### config.mk
export PLATFORM = sky130hd
export DESIGN_NAME = hazard_stall_unit
export DESIGN_NICKNAME = d
export VERILOG_FILES = /design/src/rtl/hazard_stall_unit.sv
export SDC_FILE = /design/constraint.sdc
export NUM_CORES = 1
export LEC_CHECK = 0
export ABC_AREA = 0
export ABC_CLOCK_PERIOD_IN_PS = 7500
export CELL_PAD_IN_SITES_DETAIL_PLACEMENT = 1
export CELL_PAD_IN_SITES_GLOBAL_PLACEMENT = 1
export CORE_UTILIZATION = 37
export CTS_CLUSTER_DIAMETER = 100
export DETAILED_ROUTE_END_ITERATION = 8
export GPL_TIMING_DRIVEN = 0
export MAX_ROUTING_LAYER = met4
export PLACE_DENSITY = 0.84
export SLEW_MARGIN = 10
export SYNTH_ARGS = -nofsm -noshare
export SYNTH_HDL_FRONTEND = slang
export SYNTH_SLANG_ARGS = --single-unit
### constraint.sdc
create_clock -name clk -period 7.5 [get_ports clk]
set_clock_uncertainty 0.15 [all_clocks]
set_input_delay 1.125 -clock clk [delete_from_list [all_inputs] [get_ports clk]]
set_output_delay 1.125 -clock clk [all_outputs]
set_load 0.02 [all_outputs]
### src/rtl/hazard_stall_unit.sv
// Stall-side hazard unit: load-use and branch-in-ID hazard detection, multi-cycle
// stall sequencing, memory-busy freeze, taken-branch flush and stall statistics.
module hazard_stall_unit #(
    parameter int CNT_W = 32
) (
    input  logic             clk,
    input  logic             rst_n,
    input  logic [4:0]       if_id_rs,
    input  logic [4:0]       if_id_rt,
    input  logic             id_uses_rs,
    input  logic             id_uses_rt,
    input  logic             id_is_branch,
    input  logic             branch_taken,
    input  logic             id_ex_mem_read,
    input  logic             id_ex_reg_write,
    input  logic [4:0]       id_ex_dst_reg,
    input  logic             ex_mem_mem_read,
    input  logic [4:0]       ex_mem_dst_reg,
    input  logic             mem_busy,
    input  logic             stat_clear,
    output logic             pc_write,
    output logic             if_id_write,
    output logic             id_ex_bubble,
    output logic             pipe_freeze,
    output logic             if_id_flush,
    output logic [CNT_W-1:0] stall_cycles
);

    typedef enum logic [0:0] {
        ST_RUN   = 1'b0,
        ST_STALL = 1'b1
    } state_t;

    state_t           state_r;
    state_t           state_nxt_s;
    logic [1:0]       remain_r;
    logic [1:0]       remain_nxt_s;
    logic [1:0]       hazard_n_s;
    logic             stall_s;
    logic             ex_match_s;
    logic             mem_match_s;
    logic [CNT_W-1:0] stall_cycles_r;

    // Register $0 is hardwired to zero, so it can never carry a dependency.
    function automatic logic reg_match(
        input logic [4:0] r,
        input logic [4:0] rs,
        input logic [4:0] rt,
        input logic       uses_rs,
        input logic       uses_rt
    );
        return (r != 5'd0) && (((r == rs) && uses_rs) || ((r == rt) && uses_rt));
    endfunction

    assign ex_match_s  = reg_match(id_ex_dst_reg, if_id_rs, if_id_rt, id_uses_rs, id_uses_rt);
    assign mem_match_s = reg_match(ex_mem_dst_reg, if_id_rs, if_id_rt, id_uses_rs, id_uses_rt);

    // Hazard length: a branch waiting on a load in EX needs the longest wait.
    always_comb begin
        hazard_n_s = 2'd0;
        if (id_is_branch && id_ex_mem_read && ex_match_s) begin
            hazard_n_s = 2'd2;
        end else if (id_ex_mem_read && ex_match_s) begin
            hazard_n_s = 2'd1;
        end else if (id_is_branch && id_ex_reg_write && ex_match_s) begin
            hazard_n_s = 2'd1;
        end else if (id_is_branch && ex_mem_mem_read && mem_match_s) begin
            hazard_n_s = 2'd1;
        end else begin
            hazard_n_s = 2'd0;
        end
    end

    // Stall sequencer next-state; a memory freeze holds everything in place.
    always_comb begin
        state_nxt_s  = state_r;
        remain_nxt_s = remain_r;
        stall_s      = 1'b0;
        if (mem_busy) begin
            state_nxt_s  = state_r;
            remain_nxt_s = remain_r;
        end else begin
            case (state_r)
                ST_RUN: begin
                    if (hazard_n_s != 2'd0) begin
                        stall_s = 1'b1;
                        if (hazard_n_s == 2'd2) begin
                            state_nxt_s  = ST_STALL;
                            remain_nxt_s = hazard_n_s - 2'd1;
                        end else begin
                            state_nxt_s  = ST_RUN;
                            remain_nxt_s = 2'd0;
                        end
                    end else begin
                        state_nxt_s  = ST_RUN;
                        remain_nxt_s = 2'd0;
                    end
                end
                ST_STALL: begin
                    stall_s = 1'b1;
                    if (remain_r <= 2'd1) begin
                        state_nxt_s  = ST_RUN;
                        remain_nxt_s = 2'd0;
                    end else begin
                        state_nxt_s  = ST_STALL;
                        remain_nxt_s = remain_r - 2'd1;
                    end
                end
                default: begin
                    state_nxt_s  = ST_RUN;
                    remain_nxt_s = 2'd0;
                end
            endcase
        end
    end

    // Sequencer state and remaining-cycle register.
    always_ff @(posedge clk or negedge rst_n) begin
        if (!rst_n) begin
            state_r  <= ST_RUN;
            remain_r <= 2'd0;
        end else begin
            state_r  <= state_nxt_s;
            remain_r <= remain_nxt_s;
        end
    end

    // Pipeline control outputs: reset forces normal flow, then freeze > stall > flush.
    always_comb begin
        pc_write     = 1'b1;
        if_id_write  = 1'b1;
        id_ex_bubble = 1'b0;
        pipe_freeze  = 1'b0;
        if_id_flush  = 1'b0;
        if (!rst_n) begin
            pc_write    = 1'b1;
            if_id_write = 1'b1;
        end else if (mem_busy) begin
            pc_write    = 1'b0;
            if_id_write = 1'b0;
            pipe_freeze = 1'b1;
        end else if (stall_s) begin
            pc_write     = 1'b0;
            if_id_write  = 1'b0;
            id_ex_bubble = 1'b1;
        end else begin
            if_id_flush = branch_taken;
        end
    end

    // Saturating count of PC-hold cycles; a clear wins over counting.
    always_ff @(posedge clk or negedge rst_n) begin
        if (!rst_n) begin
            stall_cycles_r <= {CNT_W{1'b0}};
        end else if (stat_clear) begin
            stall_cycles_r <= {CNT_W{1'b0}};
        end else if (!pc_write && (stall_cycles_r != {CNT_W{1'b1}})) begin
            stall_cycles_r <= stall_cycles_r + {{(CNT_W-1){1'b0}}, 1'b1};
        end else begin
            stall_cycles_r <= stall_cycles_r;
        end
    end

    assign stall_cycles = stall_cycles_r;

endmodule

# Yosys cells after proc, flatten, opt, wreduce, memory -nomap -nowiden
# Cells that the tools add are included.
# op_classes
bitwise	1
reduce_logical	21
add_sub_neg	3
eq_ne	6
muxes	28
order_cmp	1
# op_table
operator	n
$mux W32	2
$add A32 B1 Y32 const B	1
$ne A32 B32 Y1 const B	1
$eq A5 B5 Y1	4
$mux W1	19
$logic_and A1 B1 Y1	14
$reduce_bool A5 Y1	2
$mux W2	4
$pmux W1 S2	2
$pmux W2 S2	1
$reduce_bool A2 Y1	2
$sub A2 B1 Y2 const B	2
$eq A2 B2 Y1 const B	1
$le A2 B1 Y1 const B	1
$logic_or A1 B1 Y1	2
$logic_not A1 Y1	1
$not A1 Y1	1
# word_totals
output_inout_bits	37
regBits	35
elab_cells	63
inputBits	31

# Longest topological paths before layout
# Gate-level depths: netlist (run 1).
# logic_depth
ltp_word	20
depth_mapped	11
mapped_depth_nobuf	7

# Least setup slack after synthesis (run 1)
# OpenSTA, ideal clock, no wires.
# synth_path
path_type	input to output
startpoint	input port ex_mem_dst_reg[1]
endpoint	output port pc_write
arrival_time_ns	2.587
t_required_ns	6.225
n_path_buf	1
slack_ns	3.638
cell_stages	6
path_cell_list	or4_1 > o211ai_1 > o32ai_2 > or2_2 > nand2_1 > buf_4
# synth_via
elab_chain_cells	16
elab_cells_between_ends	19
classes_between	eq/ne: 2; mux: 10; reduce/logical: 7
# synth_rtl
element	line	rtl
from (decl)	18	input logic [4:0] ex_mem_dst_reg,
$eq A5 B5 Y1	52	return (r != 5'd0) && (((r == rs) && uses_rs) || ((r == rt) && uses_rt));
$logic_and A1 B1 Y1	52	
$logic_or A1 B1 Y1	52	
$logic_and A1 B1 Y1 *	52	
$logic_and A1 B1 Y1 *	67	end else if (id_is_branch && ex_mem_mem_read && mem_match_s) begin
$mux W1 *	67	
$mux W1 *	65	end else if (id_is_branch && id_ex_reg_write && ex_match_s) begin
$mux W1 *	63	end else if (id_ex_mem_read && ex_match_s) begin
$mux W2 *	61	if (id_is_branch && id_ex_mem_read && ex_match_s) begin
$reduce_bool A2 Y1 *	85	if (hazard_n_s != 2'd0) begin
$mux W1 *	85	
$pmux W1 S2 *	83	case (state_r)
$mux W1 *	79	if (mem_busy) begin
$mux W1 * (3 in a row)	--	
to (decl)	21	output logic pc_write,
# Mark *: on every way between the ends. The rest lies on a longest branch, timed or not.

# Worst setup path after layout (run 1)
# layout_path
startpoint	input port ex_mem_dst_reg[1]
endpoint	output port pc_write
# layout_via
elab_chain_cells	16
elab_cells_between_ends	19
classes_between	eq/ne: 2; mux: 10; reduce/logical: 7
# layout_rtl
element	line	rtl
$eq A5 B5 Y1	52	
$logic_and A1 B1 Y1	52	
$logic_or A1 B1 Y1	52	
$logic_and A1 B1 Y1 *	52	
$logic_and A1 B1 Y1 *	67	
$mux W1 *	67	
$mux W1 *	65	
$mux W1 *	63	
$mux W2 *	61	
$reduce_bool A2 Y1 *	85	
$mux W1 *	85	
$pmux W1 S2 *	83	
$mux W1 *	79	
$mux W1 *	142	end else if (stall_s) begin
$mux W1 *	138	end else if (mem_busy) begin
$mux W1 *	135	if (!rst_n) begin
# Marks and branches as above.

==> out/results.tsv, run 1 <==
metric	value	unit
status	complete, no violations	
mux cell area share after synthesis	2.424	%
die width	80.35	um
Hold WC Path Type	flop to flop	
startpoint types	input pin	
hold_buf cts	0	
synthesis-to-layout area growth	39.39	%
core area	0.005921	mm^2
Syn Std Cell Area	0.002271	mm^2
Post-DP HPWL	5356	um
Ys Warns	0	
routed wire length	7004	um
CP bufs+invs	3	
drc violations	0	
slowest stage delay, CP	590	ps
Max-Cap Viols	0	
Final Setup Violations	0	
syn_nets	289	
First DRT Iteration DRCs	124	
most used cell, CP	clkdlybuf4s50_1	
Die Y-Extent	80.35	um
Worst Path Arrival	3600	ps
wire length on met2	3656	um
met3 WL post-DR	227	um
#FFs+latches synth	35	
final antenna-violating net count	0	
slowest CP cell	clkdlybuf4s50_1	
io pins	68	
Post-CTS Setup Repair Bufs	0	
vias in the first global route	2454	
CP required	6220	ps
# clock sinks	35	
Fill cells	702	
Seq/Total Area, Yosys	38.57	%
synthesized area per cell	8.836	um^2
H-tree Lvls	2	
EDFF count, synth	0	
compound-gate portion of the synthesized area	16.31	%
Layout Nets	363	
Tmin final	4870	ps
Max clock buf depth	2	
Die ar.	0.006455	mm^2
element type at the critical path end	output port	
# diodes	0	
starting density of the core	38.36	%
Tcrit/Tclk final	64.94	%
Fin Setup TNS	0	ps
post-route cell area	0.003166	mm^2
Slew Limit Fails	0	
count of final hold-check violations	0	
drt pass-1 iters	4	
Synth Area in Simple Gates	29.75	%
drt wl/cell	17.21	um
critical path class	input pin to output port	
Inserted Clock Buffers	5	
unrepaired setup endpoints after global routing	no	
xor/xnor cell area share of the yosys netlist	8.099	%
commonest cells after routing, fill and taps aside	clkdlybuf4s50_1 (65), dfrtp_1 (35), a21oi_1 (28)	
Via density	5.769	
post-synth cell types	40	
worst-path fanout max	4	
Top Metal Used	met4	
via count	2348	
placed inst area	0.003048	mm^2
share of cells above drive strength 1	9.036	%
Final Instance Count excl. Fillers	407	
Async SR Flop Fraction	100.0	%
wire length on met1	2975	um
commonest non-fill, non-tap cell in the layout	clkdlybuf4s50_1	
biggest area consumer among synthesized cells	dfrtp_1	
Placed Cells	399	
synthesized instance count	257	
Leakage	1.180	nW
Clock Latency Late Sink	300	ps
RD Place Congestion	0.7648	
cell row count	28	
fmax	205.3	MHz
Top FF cell, synth	dfrtp_1	
adder-cell share of the synthesized area	0.5510	%
clock-pin transition on the worst setup and hold timing paths	70	ps
CTS tree	built	
Cell Chain, Critical Path	clkdlybuf4s50_1, or4_1, o211ai_1, o32ai_2, or2_2, nand2_1, buf_4, clkdlybuf4s50_1	
slew margin rel.	60.22	%
clk root buf	clkbuf_8	
gr usage total	24.38	%
first-pass GRT wire length	11860	um
largest net degree at the start of global routing	24	
GRT overflow	0	
top cell type's share of synthesized area	38.57	%
Post-CTS Resized	0	
worst vdd ir	0.00009091	V
overall power	0.4370	mW
initial antenna violation count	0	
slew at the pin closest to its max-slew limit	593.5	ps
largest family of logic cells by synthesized area	simple AND/OR/NAND/NOR gates	
top cells by area, synth	dfrtp_1 (39%), xor2_1 (6.6%), a21oi_1 (6.2%)	
Port Buffers	66	
PwrDens	138.0	mW/mm^2
Worst path top cell family by delay	buffers and inverters	
[metal layers]
| metal | vias to the layer above | track usage (%) |
|---|---|---|
| met5 | - | - |
| met4 | 0 | 9.107 |
| met3 | 13 | 2.614 |
| met2 | 58 | 43.05 |
| met1 | 1170 | 28.36 |
| li1 | 1107 | - |
[metrics by stage]
step	util (%)	hold WS (ps)	setup slack, ps
floorplan	-	331.2	3638
global placement	51.10	353.4	2268
detailed placement	51.48	374.4	2597
global route	53.47	432.1	2473
finish	53.47	390.3	2630
CTS	53.47	390.1	2593
[path summary, 6_finish.rpt]
kind                                                   from                            to  slack, ps  cells after the start
min in group asynchronous                             rst_n   stall_cycles[2]$_DFFE_PN0P_        640                      1
worst max-delay path                      ex_mem_dst_reg[1]                      pc_write       2630                      8
max in group asynchronous                             rst_n  stall_cycles[30]$_DFFE_PN0P_       6070                      2
worst min register to register      remain_r[0]$_DFFE_PN0N_       remain_r[0]$_DFFE_PN0N_        390                      1
worst min-delay path                remain_r[0]$_DFFE_PN0N_       remain_r[0]$_DFFE_PN0N_        390                      1
worst max register to register  stall_cycles[0]$_DFFE_PN0P_   stall_cycles[1]$_DFFE_PN0P_       4490                     10
[Yosys cell counts, drive strengths merged (2+ instances only)]
library cell,n
a32oi,2
clkbuf,9
a21oi,28
and2,4
o41ai,3
xor2,17
nor2b,4
or4,11
nand4,6
nor4,6
or4b,3
o21ai,16
buf,6
mux2,4
nor3,4
nand2,18
or2,2
dfrtp,35
o211ai,2
inv,5
nand3,13
and3,6
nor2,13
o31ai,9
and4,5
or3,14
xnor2,4
[sequential cells by signal (all words and copies together) (netlist names)]
name and cells:
stall_cycles 32, state_r 1, remain_r 2
[final cells by class]
type / count / area (um^2) / share of cell area (%)
inverters: 5 / 18.77 / 0.5929
clock buffers: 6 / 82.58 / 2.609
well taps: 75 / 93.84 / 2.964
plain buffers: 15 / 78.83 / 2.490
multi-input cells: 202 / 1297 / 40.99
repair buffers: 67 / 683.2 / 21.58
clock inverters: 2 / 35.03 / 1.107
flip-flops and latches: 35 / 875.8 / 27.67
[cells by family (layout without fill, tap and decap cells)]
group / Yosys count / after routing
muxes: 5 / 5
AOI/OAI and AO/OA: 62 / 62
xor gates and xnor gates: 21 / 21
buffers and inverters: 20 / 95
adders and majority gates: 1 / 1
and+or+nand+nor: 113 / 113
DFF: 35 / 35
[report_power, final]
| part | total (mW) | internal, mW | switching [mW] |
|---|---|---|---|
| sequential | 0.191 | 0.189 | 0.00123 |
| clock | 0.183 | 0.108 | 0.0754 |
| combinational | 0.0632 | 0.0303 | 0.0329 |
No activity file was read; power rests on OpenSTA's default activity.
==> run 2, diff against run 1 <==
Settings changed: ABC_CLOCK_PERIOD_IN_PS 7500 to 4800, CORE_UTILIZATION 37 to 35, PLACE_DENSITY 0.84 to 0.8.
Clock period 7.5 ns to 4.8 ns, I/O delays scaled along.
==> out/results.tsv, run 2 (same netlist as run 1, synthesis figures left out) <==
metric	value	unit
status	complete, no violations	
worst r2r path cells	10	
slew at the pin closest to its max-slew limit	591.2	ps
Max-Cap Viols	0	
commonest non-fill, non-tap cell in the layout	clkdlybuf4s50_1	
final antenna-violating net count	0	
Worst Path Arrival	3200	ps
worst-path fanout max	4	
Slew Limit Fails	0	
final core occ	51.52	%
io pins	68	
Final Setup Violations	0	
via count	2388	
fmax	245.4	MHz
max FFs per register	32	
Hold WC Path Type	input pin to async pin	
Port Buffers	66	
drt pass-1 iters	4	
startpoint types	input pin	
# clock sinks	35	
largest net degree at the start of global routing	29	
Combinational Power Share	15.4	%
Die ar.	0.006815	mm^2
count of final hold-check violations	0	
share of cells above drive strength 1	8.735	%
slew margin rel.	60.37	%
overall power	0.6407	mW
Die Y-Extent	82.55	um
synthesis-to-layout area growth	38.29	%
initial antenna violation count	0	
Fill cells	731	
hold_buf cts	0	
clk root buf	clkbuf_8	
Fin Setup TNS	0	ps
routed wire length	7210	um
Seq pwr share	46.5	%
CP required	3930	ps
critical path class	input pin to output port	
Post-CTS Setup Repair Bufs	0	
reg2reg start	stall_cycles[0]$_DFFE_PN0P_	
NetSw	0.1669	mW
Tmin final	4075	ps
Clock Latency Late Sink	290	ps
first-pass GRT wire length	11990	um
Post-CTS Resized	0	
element type at the critical path end	output port	
Post-DP HPWL	5369	um
M2 GR Usage	40.58	%
cell row count	28	
Leakage	1.167	nW
drt wl/cell	17.71	um
internal power component	0.4739	mW
Sw Ratio	26.04	%
GRT overflow	0	
CTS tree	built	
met3 Use GR	4.066	%
Via density	5.867	
First DRT Iteration DRCs	75	
Tcrit/Tclk final	84.89	%
unrepaired setup endpoints after global routing	no	
capturing point of the worst reg2reg path	stall_cycles[1]$_DFFE_PN0P_	
R2R setup slack	1730	ps
Clock power frac	38.1	%
PwrDens	204.0	mW/mm^2
gr busiest metal	met2	
Inserted Clock Buffers	5	
H-tree Lvls	2	
starting density of the core	37.25	%
gr usage total	24.16	%
clock-pin transition on the worst setup and hold timing paths	70	ps
# diodes	0	
Max clock buf depth	2	
die width	82.55	um
Layout Nets	363	
met1 Track Usage GR	28.30	%
vias in the first global route	2453	
area of the multi-input gates	0.001297	mm^2
RD Place Congestion	0.7855	
register area	875.8	um^2
worst vdd ir	0.0001042	V
drc violations	0	
core area	0.006096	mm^2
commonest cells after routing, fill and taps aside	clkdlybuf4s50_1 (65), dfrtp_1 (35), a21oi_1 (28)	
-- run 2: changes by cell type in the layout (fill, tap and decap cells not counted) --
cell	previous run	this run
bufinv_16	1	0
clkbuf_8	6	7
clkinv_2	1	0
clkbuf_1	9	10
buf_16	1	0
buf_12	0	1
-- run 2: worst max-delay path: stages --
cell and delay [ps]:
clkdlybuf4s50_1 470, or4_1 570, o211ai_1 210, o32ai_2 120, or2_2 330, nand2_1 100
buf_4 100, clkdlybuf4s50_1 590
-- run 2: metal layers --
metal | wire length, um | vias to the layer above
met3 | 305 | 17
met4 | 145 | 0
met5 | 0 | -
met2 | 3662 | 78
li1 | - | 1100
met1 | 3097 | 1193
-- run 2: how the worst max path moves through the flow --
stage,startpoint,endpoint,slack [ps],depth (start not counted)
3_3_place_gp,rst_n,if_id_flush,370,3
6_report,ex_mem_dst_reg[1],pc_write,730,8
4_1_cts,ex_mem_dst_reg[1],pc_write,700,8
3_5_place_dp,ex_mem_dst_reg[1],pc_write,700,8
2_1_floorplan,ex_mem_dst_reg[1],pc_write,1750,6
5_1_grt,ex_mem_dst_reg[1],pc_write,610,8
-- run 2: final cells by class --
type,instances,area share (%)
tap,75,2.988
inverter,5,0.5976
buffer,15,2.510
sequential,35,27.89
clock buffer,8,3.187
timing repair buffer,67,21.51
multi-input combinational,202,41.31
-- run 2: power groups by stage --
| stage | clock network [mW] | logic (mW) | registers, mW |
|---|---|---|---|
| 2_1_floorplan | 0 | 0.0393 | 0.305 |
| 3_3_place_gp | 0 | 0.0954 | 0.304 |
| 3_5_place_dp | 0 | 0.100 | 0.304 |
| 4_1_cts | 0.252 | 0.100 | 0.298 |
| 5_1_grt | 0.262 | 0.108 | 0.298 |
| 6_report | 0.244 | 0.0989 | 0.298 |
-- run 2: stage by stage --
step | std cells | area (um^2) | hold WS, ps | worst slack [ps]
3_3_place_gp | 398 | 3025 | 359.3 | 366.7
4_1_cts | 407 | 3141 | 182.2 | 696.7
3_5_place_dp | 399 | 3040 | 375.6 | 697.0
6_report | 407 | 3141 | 178.1 | 725.1
2_1_floorplan | 257 | 2271 | 274.4 | 1748
5_1_grt | 407 | 3141 | 203.4 | 611.6
==> run 3, diff against run 2 <==
Settings changed: ABC_CLOCK_PERIOD_IN_PS 4800 to 4100.
Clock period 4.8 ns to 4.1 ns, I/O delays scaled along.
==> results of run 3 <==
The final DEF is identical to that of run 2. Status: complete, no violations.
Main changes from that run: setup slack after placement 697.0 ps -> 207.0 ps; setup slack after layout 725.1 ps -> 235.1 ps; hold slack 178.1 ps -> 73.11 ps; register-to-register setup slack 1730 ps -> 1030 ps; total power 0.6407 mW -> 0.7501 mW; worst IR drop on VDD 0.0001042 V -> 0.0001220 V
